$ cat config.mk
export PLATFORM = sky130hd
export DESIGN_NAME = bist_fail_logger
export DESIGN_NICKNAME = d
export VERILOG_FILES = /design/src/rtl/bist_fail_logger.sv
export SDC_FILE = /design/constraint.sdc
export NUM_CORES = 1
export LEC_CHECK = 0
export CAP_MARGIN = 25
export CORE_UTILIZATION = 51
export DETAILED_ROUTE_END_ITERATION = 6
export PLACE_DENSITY = 0.74
export RECOVER_POWER = 50
export SYNTH_ARGS = -nofsm -noshare
export SYNTH_HDL_FRONTEND = slang
export SYNTH_SLANG_ARGS = --single-unit
$ cat constraint.sdc
create_clock -name clk -period 11.37 [get_ports clk]
set_clock_uncertainty 0.15 [all_clocks]
set_input_delay 1.137 -clock clk [delete_from_list [all_inputs] [get_ports clk]]
set_output_delay 1.137 -clock clk [all_outputs]
set_load 0.02 [all_outputs]
$ cat src/rtl/bist_fail_logger.sv
// BIST fail logger: detects read-compare mismatches, buffers them in a small FIFO log,
// and keeps a saturating fail count, sticky overflow flag and first-fail address.
module bist_fail_logger #(
    parameter int ADDR_W  = 6,
    parameter int DATA_W  = 8,
    parameter int PHASE_W = 3,
    parameter int DEPTH   = 4,
    parameter int CNT_W   = 8
) (
    input  logic               clk,
    input  logic               rst,
    input  logic               test_start,
    input  logic               test_active,
    input  logic               cmp_valid,
    input  logic [ADDR_W-1:0]  cmp_addr,
    input  logic [PHASE_W-1:0] cmp_phase,
    input  logic [DATA_W-1:0]  cmp_exp,
    input  logic [DATA_W-1:0]  cmp_act,
    input  logic               rd_ready,
    output logic               rd_valid,
    output logic [ADDR_W-1:0]  rd_addr,
    output logic [PHASE_W-1:0] rd_phase,
    output logic [DATA_W-1:0]  rd_syndrome,
    output logic [CNT_W-1:0]   fail_count,
    output logic               log_overflow,
    output logic               first_fail_valid,
    output logic [ADDR_W-1:0]  first_fail_addr,
    output logic               done
);
    localparam int PTR_W = $clog2(DEPTH);
    localparam logic [PTR_W:0] FULL_CNT = (PTR_W+1)'(DEPTH);

    typedef enum logic [1:0] {IDLE, ARMED, DONE} state_t;
    state_t state_reg, state_next;

    logic               seen_active_reg;
    logic [ADDR_W-1:0]  mem_addr [DEPTH];
    logic [PHASE_W-1:0] mem_phase [DEPTH];
    logic [DATA_W-1:0]  mem_syn [DEPTH];
    logic [PTR_W-1:0]   wr_ptr_reg, rd_ptr_reg, rd_ptr_next;
    logic [PTR_W:0]     count_reg, count_next;
    logic [ADDR_W-1:0]  rd_addr_reg, rd_addr_next;
    logic [PHASE_W-1:0] rd_phase_reg, rd_phase_next;
    logic [DATA_W-1:0]  rd_syn_reg, rd_syn_next;
    logic [CNT_W-1:0]   fail_count_reg;
    logic               overflow_reg, ff_valid_reg;
    logic [ADDR_W-1:0]  ff_addr_reg;

    logic mismatch, pop, full, push, drop;
    logic [DATA_W-1:0] syndrome;

    // test_start wins over any same-cycle compare or pop: the log is wiped anyway.
    assign syndrome = cmp_exp ^ cmp_act;
    assign mismatch = (state_reg == ARMED) && cmp_valid && test_active
                      && (cmp_exp != cmp_act) && !test_start;
    assign pop      = (count_reg != '0) && rd_ready && !test_start;
    assign full     = (count_reg == FULL_CNT);
    assign push     = mismatch && (!full || pop);
    assign drop     = mismatch && full && !pop;

    assign rd_ptr_next = rd_ptr_reg + PTR_W'(pop);
    assign count_next  = count_reg + (PTR_W+1)'(push) - (PTR_W+1)'(pop);

    // Head registers preload the next head entry; the entry being written bypasses the array.
    always_comb begin
        rd_addr_next  = mem_addr[rd_ptr_next];
        rd_phase_next = mem_phase[rd_ptr_next];
        rd_syn_next   = mem_syn[rd_ptr_next];
        if (push && (wr_ptr_reg == rd_ptr_next)) begin
            rd_addr_next  = cmp_addr;
            rd_phase_next = cmp_phase;
            rd_syn_next   = syndrome;
        end
    end

    generate
        for (genvar gi = 0; gi < DEPTH; gi++) begin : g_log_entry
            always_ff @(posedge clk) begin
                if (push && (wr_ptr_reg == PTR_W'(gi))) begin
                    mem_addr[gi]  <= cmp_addr;
                    mem_phase[gi] <= cmp_phase;
                    mem_syn[gi]   <= syndrome;
                end
            end
        end
    endgenerate

    always_ff @(posedge clk) begin
        if (rst) begin
            state_reg <= IDLE;
        end else begin
            state_reg <= state_next;
        end
    end

    always_comb begin
        state_next = state_reg;
        if (test_start) begin
            state_next = ARMED;
        end else begin
            case (state_reg)
                ARMED:   if (seen_active_reg && !test_active) state_next = DONE;
                default: state_next = state_reg;
            endcase
        end
    end

    always_comb begin
        done = (state_reg == DONE);
    end

    always_ff @(posedge clk) begin
        if (rst || test_start) begin
            seen_active_reg <= 1'b0;
            wr_ptr_reg      <= '0;
            rd_ptr_reg      <= '0;
            count_reg       <= '0;
            fail_count_reg  <= '0;
            overflow_reg    <= 1'b0;
            ff_valid_reg    <= 1'b0;
            ff_addr_reg     <= '0;
        end else begin
            if (state_reg == ARMED && test_active) seen_active_reg <= 1'b1;
            if (push) wr_ptr_reg <= wr_ptr_reg + PTR_W'(1);
            rd_ptr_reg <= rd_ptr_next;
            count_reg  <= count_next;
            if (mismatch && (fail_count_reg != '1)) fail_count_reg <= fail_count_reg + CNT_W'(1);
            if (drop) overflow_reg <= 1'b1;
            if (mismatch && !ff_valid_reg) begin
                ff_valid_reg <= 1'b1;
                ff_addr_reg  <= cmp_addr;
            end
        end
    end

    always_ff @(posedge clk) begin
        if (rst) begin
            rd_addr_reg  <= '0;
            rd_phase_reg <= '0;
            rd_syn_reg   <= '0;
        end else if (!test_start && (count_next != '0)) begin
            rd_addr_reg  <= rd_addr_next;
            rd_phase_reg <= rd_phase_next;
            rd_syn_reg   <= rd_syn_next;
        end
    end

    assign rd_valid         = (count_reg != '0);
    assign rd_addr          = rd_addr_reg;
    assign rd_phase         = rd_phase_reg;
    assign rd_syndrome      = rd_syn_reg;
    assign fail_count       = fail_count_reg;
    assign log_overflow     = overflow_reg;
    assign first_fail_valid = ff_valid_reg;
    assign first_fail_addr  = ff_addr_reg;
endmodule

### Word-level counts from Yosys, hierarchy flattened

Memory sizes are Yosys's and may differ from the RTL's.
Cells that the tools add are included.

* reduce and logical (&&, ||, !) cells: 43
* $add $sub $neg: 5
* eq/ne operators: 9
* muxes and demuxes: 41
* bitwise operators: 1

Operator list (number)
* 2-to-1 mux 8 bit: 4
* 2-to-1 mux 6 bit: 4
* OR reduction 8 bit: 3
* 2-to-1 mux 1 bit: 20
* logical AND 1 bit: 19
* 2-to-1 mux 2 bit: 9
* OR reduction 6 bit: 3
* 2-to-1 mux 3 bit: 4
* OR reduction 3 bit: 3
* adder 8 x 1 -> 8 bit, second input constant: 1
* inequality test 8 bit: 1
* inequality test 8 bit, second input constant: 1
* bitwise XOR 8 bit: 1
* equality test 2 bit, second input constant: 3
* nonzero test 3 bit: 2
* zero test 1 bit: 5
* equality test 2 x 1 -> 1 bit, second input constant: 2
* AND reduction 2 bit: 2
* nonzero test 2 bit: 2
* adder 3 x 1 -> 3 bit: 1
* equality test 3 bit, second input constant: 1
* subtractor 3 x 1 -> 3 bit: 1
* adder 2 x 1 -> 2 bit: 1
* adder 2 x 1 -> 2 bit, second input constant: 1
* 4 further kinds: 5

* bits of input ports: 31
* register bits: 43
* bits in writable memories: 68
* memories: 3

Memory list
* mem_syn: depth 4, bits a word 8, read ports 1, clocked after Yosys merged registers in 0, wr ports 1, line 39 `logic [DATA_W-1:0] mem_syn [DEPTH];`
* mem_addr: depth 4, bits a word 6, read ports 1, clocked after Yosys merged registers in 0, wr ports 1, line 37 `logic [ADDR_W-1:0] mem_addr [DEPTH];`
* mem_phase: depth 4, bits a word 3, read ports 1, clocked after Yosys merged registers in 0, wr ports 1, line 38 `logic [PHASE_W-1:0] mem_phase [DEPTH];`

### Logic depth before layout (Yosys ltp)

* depth in word-level cells: 13
* gate-level depth with buffers: 15

### Worst setup path after synthesis

OpenSTA, ideal clock, no wires.

* path kind: in2reg
* start: input port cmp_act[1]
* end: register rd_syn_reg[3], in the netlist rd_syndrome[3]
* slack: 6.600 ns
* required time: 11.141 ns
* buffers on the path: 3
* stages on the path: 15
* arrival: 4.541 ns
* setup time: 0.079 ns
* cells stage by stage: xor2_1 -> or4_4 -> o211a_4 -> clkbuf_1 -> inv_1 -> ha_1 -> inv_1 -> ha_1 -> fa_1 -> xor3_1 -> a21oi_1 -> clkbuf_1 -> clkbuf_1 -> nand4_1 -> o211ai_1

* longest elaborated chain between the ends: 8
* elaborated cells between the ends (all ways): 10
* classes of those cells: 2 x add/sub; 1 x eq/ne; 1 x mux; 6 x reduce/logical

RTL lines
* start: declaration: line 18 `input logic [DATA_W-1:0] cmp_act,`
* inequality test 8 bit *: line 55 `&& (cmp_exp != cmp_act) && !test_start;`
* logical AND 1 bit * (2 in a row): line 55
* logical AND 1 bit *: line 58 `assign push = mismatch && (!full || pop);`
* adder 3 x 1 -> 3 bit: line 62 `assign count_next = count_reg + (PTR_W+1)'(push) - (PTR_W+1)'(pop);`
* subtractor 3 x 1 -> 3 bit: line 62
* nonzero test 3 bit: line 141 `end else if (!test_start && (count_next != '0)) begin`
* logical AND 1 bit: line 141
* end signal: assignment: line 144 `rd_syn_reg <= rd_syn_next;`
* end: declaration: line 44 `logic [DATA_W-1:0] rd_syn_reg, rd_syn_next;`

Every way passes the cells marked *; elsewhere a longest branch is shown, timed or not.
A chain may end at the register's enable or synchronous reset.

### Worst setup path after layout

* start: input port cmp_act[1]
* end: register rd_addr_reg[2], in the netlist rd_addr[2]

* longest elaborated chain between the ends: 8
* elaborated cells between the ends (all ways): 10
* classes of those cells: 2 x add/sub; 1 x eq/ne; 1 x mux; 6 x reduce/logical

RTL lines
* inequality test 8 bit *: line 55
* logical AND 1 bit * (2 in a row): line 55
* logical AND 1 bit *: line 58
* adder 3 x 1 -> 3 bit: line 62
* subtractor 3 x 1 -> 3 bit: line 62
* nonzero test 3 bit: line 141
* logical AND 1 bit: line 141
* end signal: assignment: line 142 `rd_addr_reg <= rd_addr_next;`
* end: declaration: line 42 `logic [ADDR_W-1:0] rd_addr_reg, rd_addr_next;`

Marked as above.

==> summary.txt <==
Run status
  • Outcome: finished clean

Die
  • Die W: 97.1 um
  • Die height: 97.1 um
  • Starting Density: 52.7%
  • Die area: 9440 um2
  • Total core area: 8760 um2
  • Core Rows: 34
  • I/O pin cnt: 66

Clock network
  • PostCTS Resize Cnt: 0
  • CTS tree: built
  • Hold Buf Count CTS: 0
  • Clock Pin Slew Worst Setup and Hold Paths: 0.10 ns
  • Clk buf depth: 2
  • Num Clock Sinks: 111
  • Post-CTS Setup Bufs: 0
  • Clock Latency Late Sink: 0.36 ns
  • H-Tree Depth: 3
  • Cts bufs inserted: 9
  • Root Buffer: clkbuf_8

Worst setup path
  • Reg2reg setup slack: 7.66 ns
  • Worst path depth: 14
  • R2R depth: 13
  • Worst Path Max Fanout: 34
  • R2r endpoint: rd_addr[2]
  • R2r startpoint: state_reg[0]
  • WP data required: 11.47 ns
  • Arrival time worst endpoint: 5.00 ns
  • CP bufs+invs: 4
  • CP Launch Type: primary input
  • Critical path endpoint category: flop
  • CP max stage delay: 0.61 ns
  • Crit Path Category: primary input to flop
  • Critical path's top delay family: buffers and inverters
  • Critical Path, Cell by Cell: dlygate4sd3_1 -> xor2_1 -> or4_4 -> o211a_4 -> inv_1 -> ha_1 -> inv_1 -> ha_1 -> fa_1 -> xor3_1 -> a21oi_2 -> buf_4 -> and2_1 -> a221o_1
  • Critical path's slowest cell: or4_4

Timing
  • Fin worst setup slack: 6.47 ns
  • Final hold vios: 0
  • Final worst path period need: 4.90 ns
  • Final period utilization: 43.1%
  • Final setup viols: 0
  • RSZ-0062 raised after global routing: false
  • Slew HR: 14.3%
  • Sum Neg Setup Slack: 0 ns
  • Max Slew Vio Count: 0
  • Max Fclk: 204 MHz
  • Worst-Margin Slew: 1.29 ns

Detailed routing
  • Antenna violation net count after detailed routing: 0
  • Via-per-instance ratio: 5.51
  • Routed len/inst: 16.6 um
  • Iter 0 DRT Violations: 115
  • # DRC: 0
  • WL final: 8.44 mm
  • Initial DRT Pass Iterations: 4
  • Vias: 2807

Placed design
  • Setup WS pre-CTS: 6.26 ns
  • Buffers on Ports: 65
  • Dpl cells: 493
  • Routability cong.: 0.767
  • Dpl hpwl: 5.52 mm
  • Dpl cell area: 5350 um2

Final layout
  • Area growth, synth to finish: 20.9%
  • Most common cell after layout, fill and taps aside: edfxtp_1
  • Share of cells above drive strength 1: 9.98%
  • Nets: 436
  • Most frequent cells in the layout: 68 x edfxtp_1, 53 x dlygate4sd3_1, 43 x dfxtp_1, 29 x nand2_1, 25 x nor2_1
  • Fin area: 5580 um2
  • Largest regs: mem_syn x32, mem_addr x24, mem_phase x12
  • Register with the most flip-flops: mem_syn
  • Final cell count without fillers: 509
  • Max FFs per register: 32
  • Antenna Cells: 0
  • Fillers: 681

Logic synthesis
  • Mapped Cells: 332
  • Avg Cell Area, Syn: 13.9 um2
  • Ys flop type: edfxtp_1
  • Register bit count reported by yosys: 111
  • Sequential share of the synthesized area: 62.9%
  • Synth top area cells: edfxtp_1 44%, dfxtp_1 19%, mux4_2 6.3%, nand2_1 2.4%, and2_1 2.3%
  • Post-synth cell types: 43
  • Synthesized cell area: 4620 um2
  • Yosys top cell by area: edfxtp_1
  • Mapped Nets: 372
  • Ys Warns: 0
  • Async SR Flop Fraction: 0%
  • Number of synthesized flops with an enable pin: 68
  • Top-area cell type share of the netlist area: 44.2%

GRT
  • First-pass GRT wire length: 13.7 mm
  • Vias in the first global route: 2664
  • GRT Residual Overflow: 0
  • Largest net degree at the start of global routing: 35
  • GR Util All Layers: 18.8%
  • Initial antenna violation count: 0

Power
  • P_leak: 1.99 nW
  • PD cells: 132 nW/um2
  • Worst vdd ir: 0.0723 mV

Worst hold path
  • Worst hold path type: flop to flop
  • Hold Path Stages: 2
  • Worst hold path endpoint: rd_syndrome[0]
  • Start point of the worst hold path: rd_syndrome[0]

Flow run
  • Max cap viols: 0
[through the flow]
step / util, % / power (mW) / hold WS [ns]
floorplan: - / 0.461 / 0.306
global placement: 61.1 / 0.482 / 0.303
detailed placement: 61.1 / 0.483 / 0.310
CTS: 63.7 / 0.740 / 0.333
global route: 63.7 / 0.760 / 0.343
finish: 63.7 / 0.734 / 0.324
[power breakdown]
part	internal (mW)	leakage [nW]	switching, mW	total (mW)
Clock	0.127	0.115	0.135	0.262
Sequential	0.431	0.959	0.00167	0.433
Combinational	0.0171	0.916	0.0217	0.0388
Total	0.576	1.99	0.159	0.734
[synthesized netlist by cell type (4+ instances only)]
master	n
mux2i_1	8
a21oi_1	17
and2_1	17
mux4_1	4
nand2_1	29
ha_1	8
clkbuf_1	9
xor2_1	11
dfxtp_1	43
edfxtp_1	68
buf_2	4
mux4_2	13
nor2_1	25
inv_1	10
o211ai_1	10
a221o_1	9
nand4_1	9
[how the worst max path moves through the flow]
stage,startpoint,to,slack [ns]
global route,cmp_act[1],rd_addr[2],6.33
global placement,cmp_exp[6],rd_phase[1],6.39
detailed placement,cmp_exp[7],rd_addr[5],6.26
finish,cmp_act[1],rd_addr[2],6.47
floorplan,cmp_act[1],rd_syndrome[3],6.60
CTS,cmp_exp[7],rd_addr[2],6.64
[final cells by class]
cell class                      count  area, um2  share of cell area (%)
Sequential cell                   111       2900                    52.0
Clock inverter                      7        104                    1.86
Tap cell                          108        135                    2.42
Multi-Input combinational cell    195       1600                    28.6
Clock buffer                        9        124                    2.22
Timing Repair Buffer               69        681                    12.2
Inverter                           10       37.5                   0.673
[tightest hold or removal path: stages (launching register included)]
cell      delay, ns
dfxtp_1        0.34
nand2_1        0.05
o211ai_1       0.06
[layer usage]
| layer | wire, um | track usage [%] | vias up |
|---|---|---|---|
| li1 | - | - | 1374 |
| met5 | 0 | 0 | - |
| met2 | 3890 | 28.9 | 81 |
| met1 | 4040 | 26.9 | 1344 |
| met3 | 432 | 4.32 | 8 |
| met4 | 78 | 5.40 | 0 |
[cell families (layout without fill, tap and decap cells)]
kind of cell	Yosys count	count (layout)	synth area share, %
AO/OA/AOI/OAI	46	46	7.32
AND/OR/NAND/NOR	101	101	11.2
multiplexers	25	25	10.4
XOR/XNOR	14	14	2.98
buffers and inverters	26	95	2.63
flip-flops	111	111	62.9
adder cells (fa/ha/maj)	9	9	2.60
Note: power is estimated with default switching activity, not from simulation.
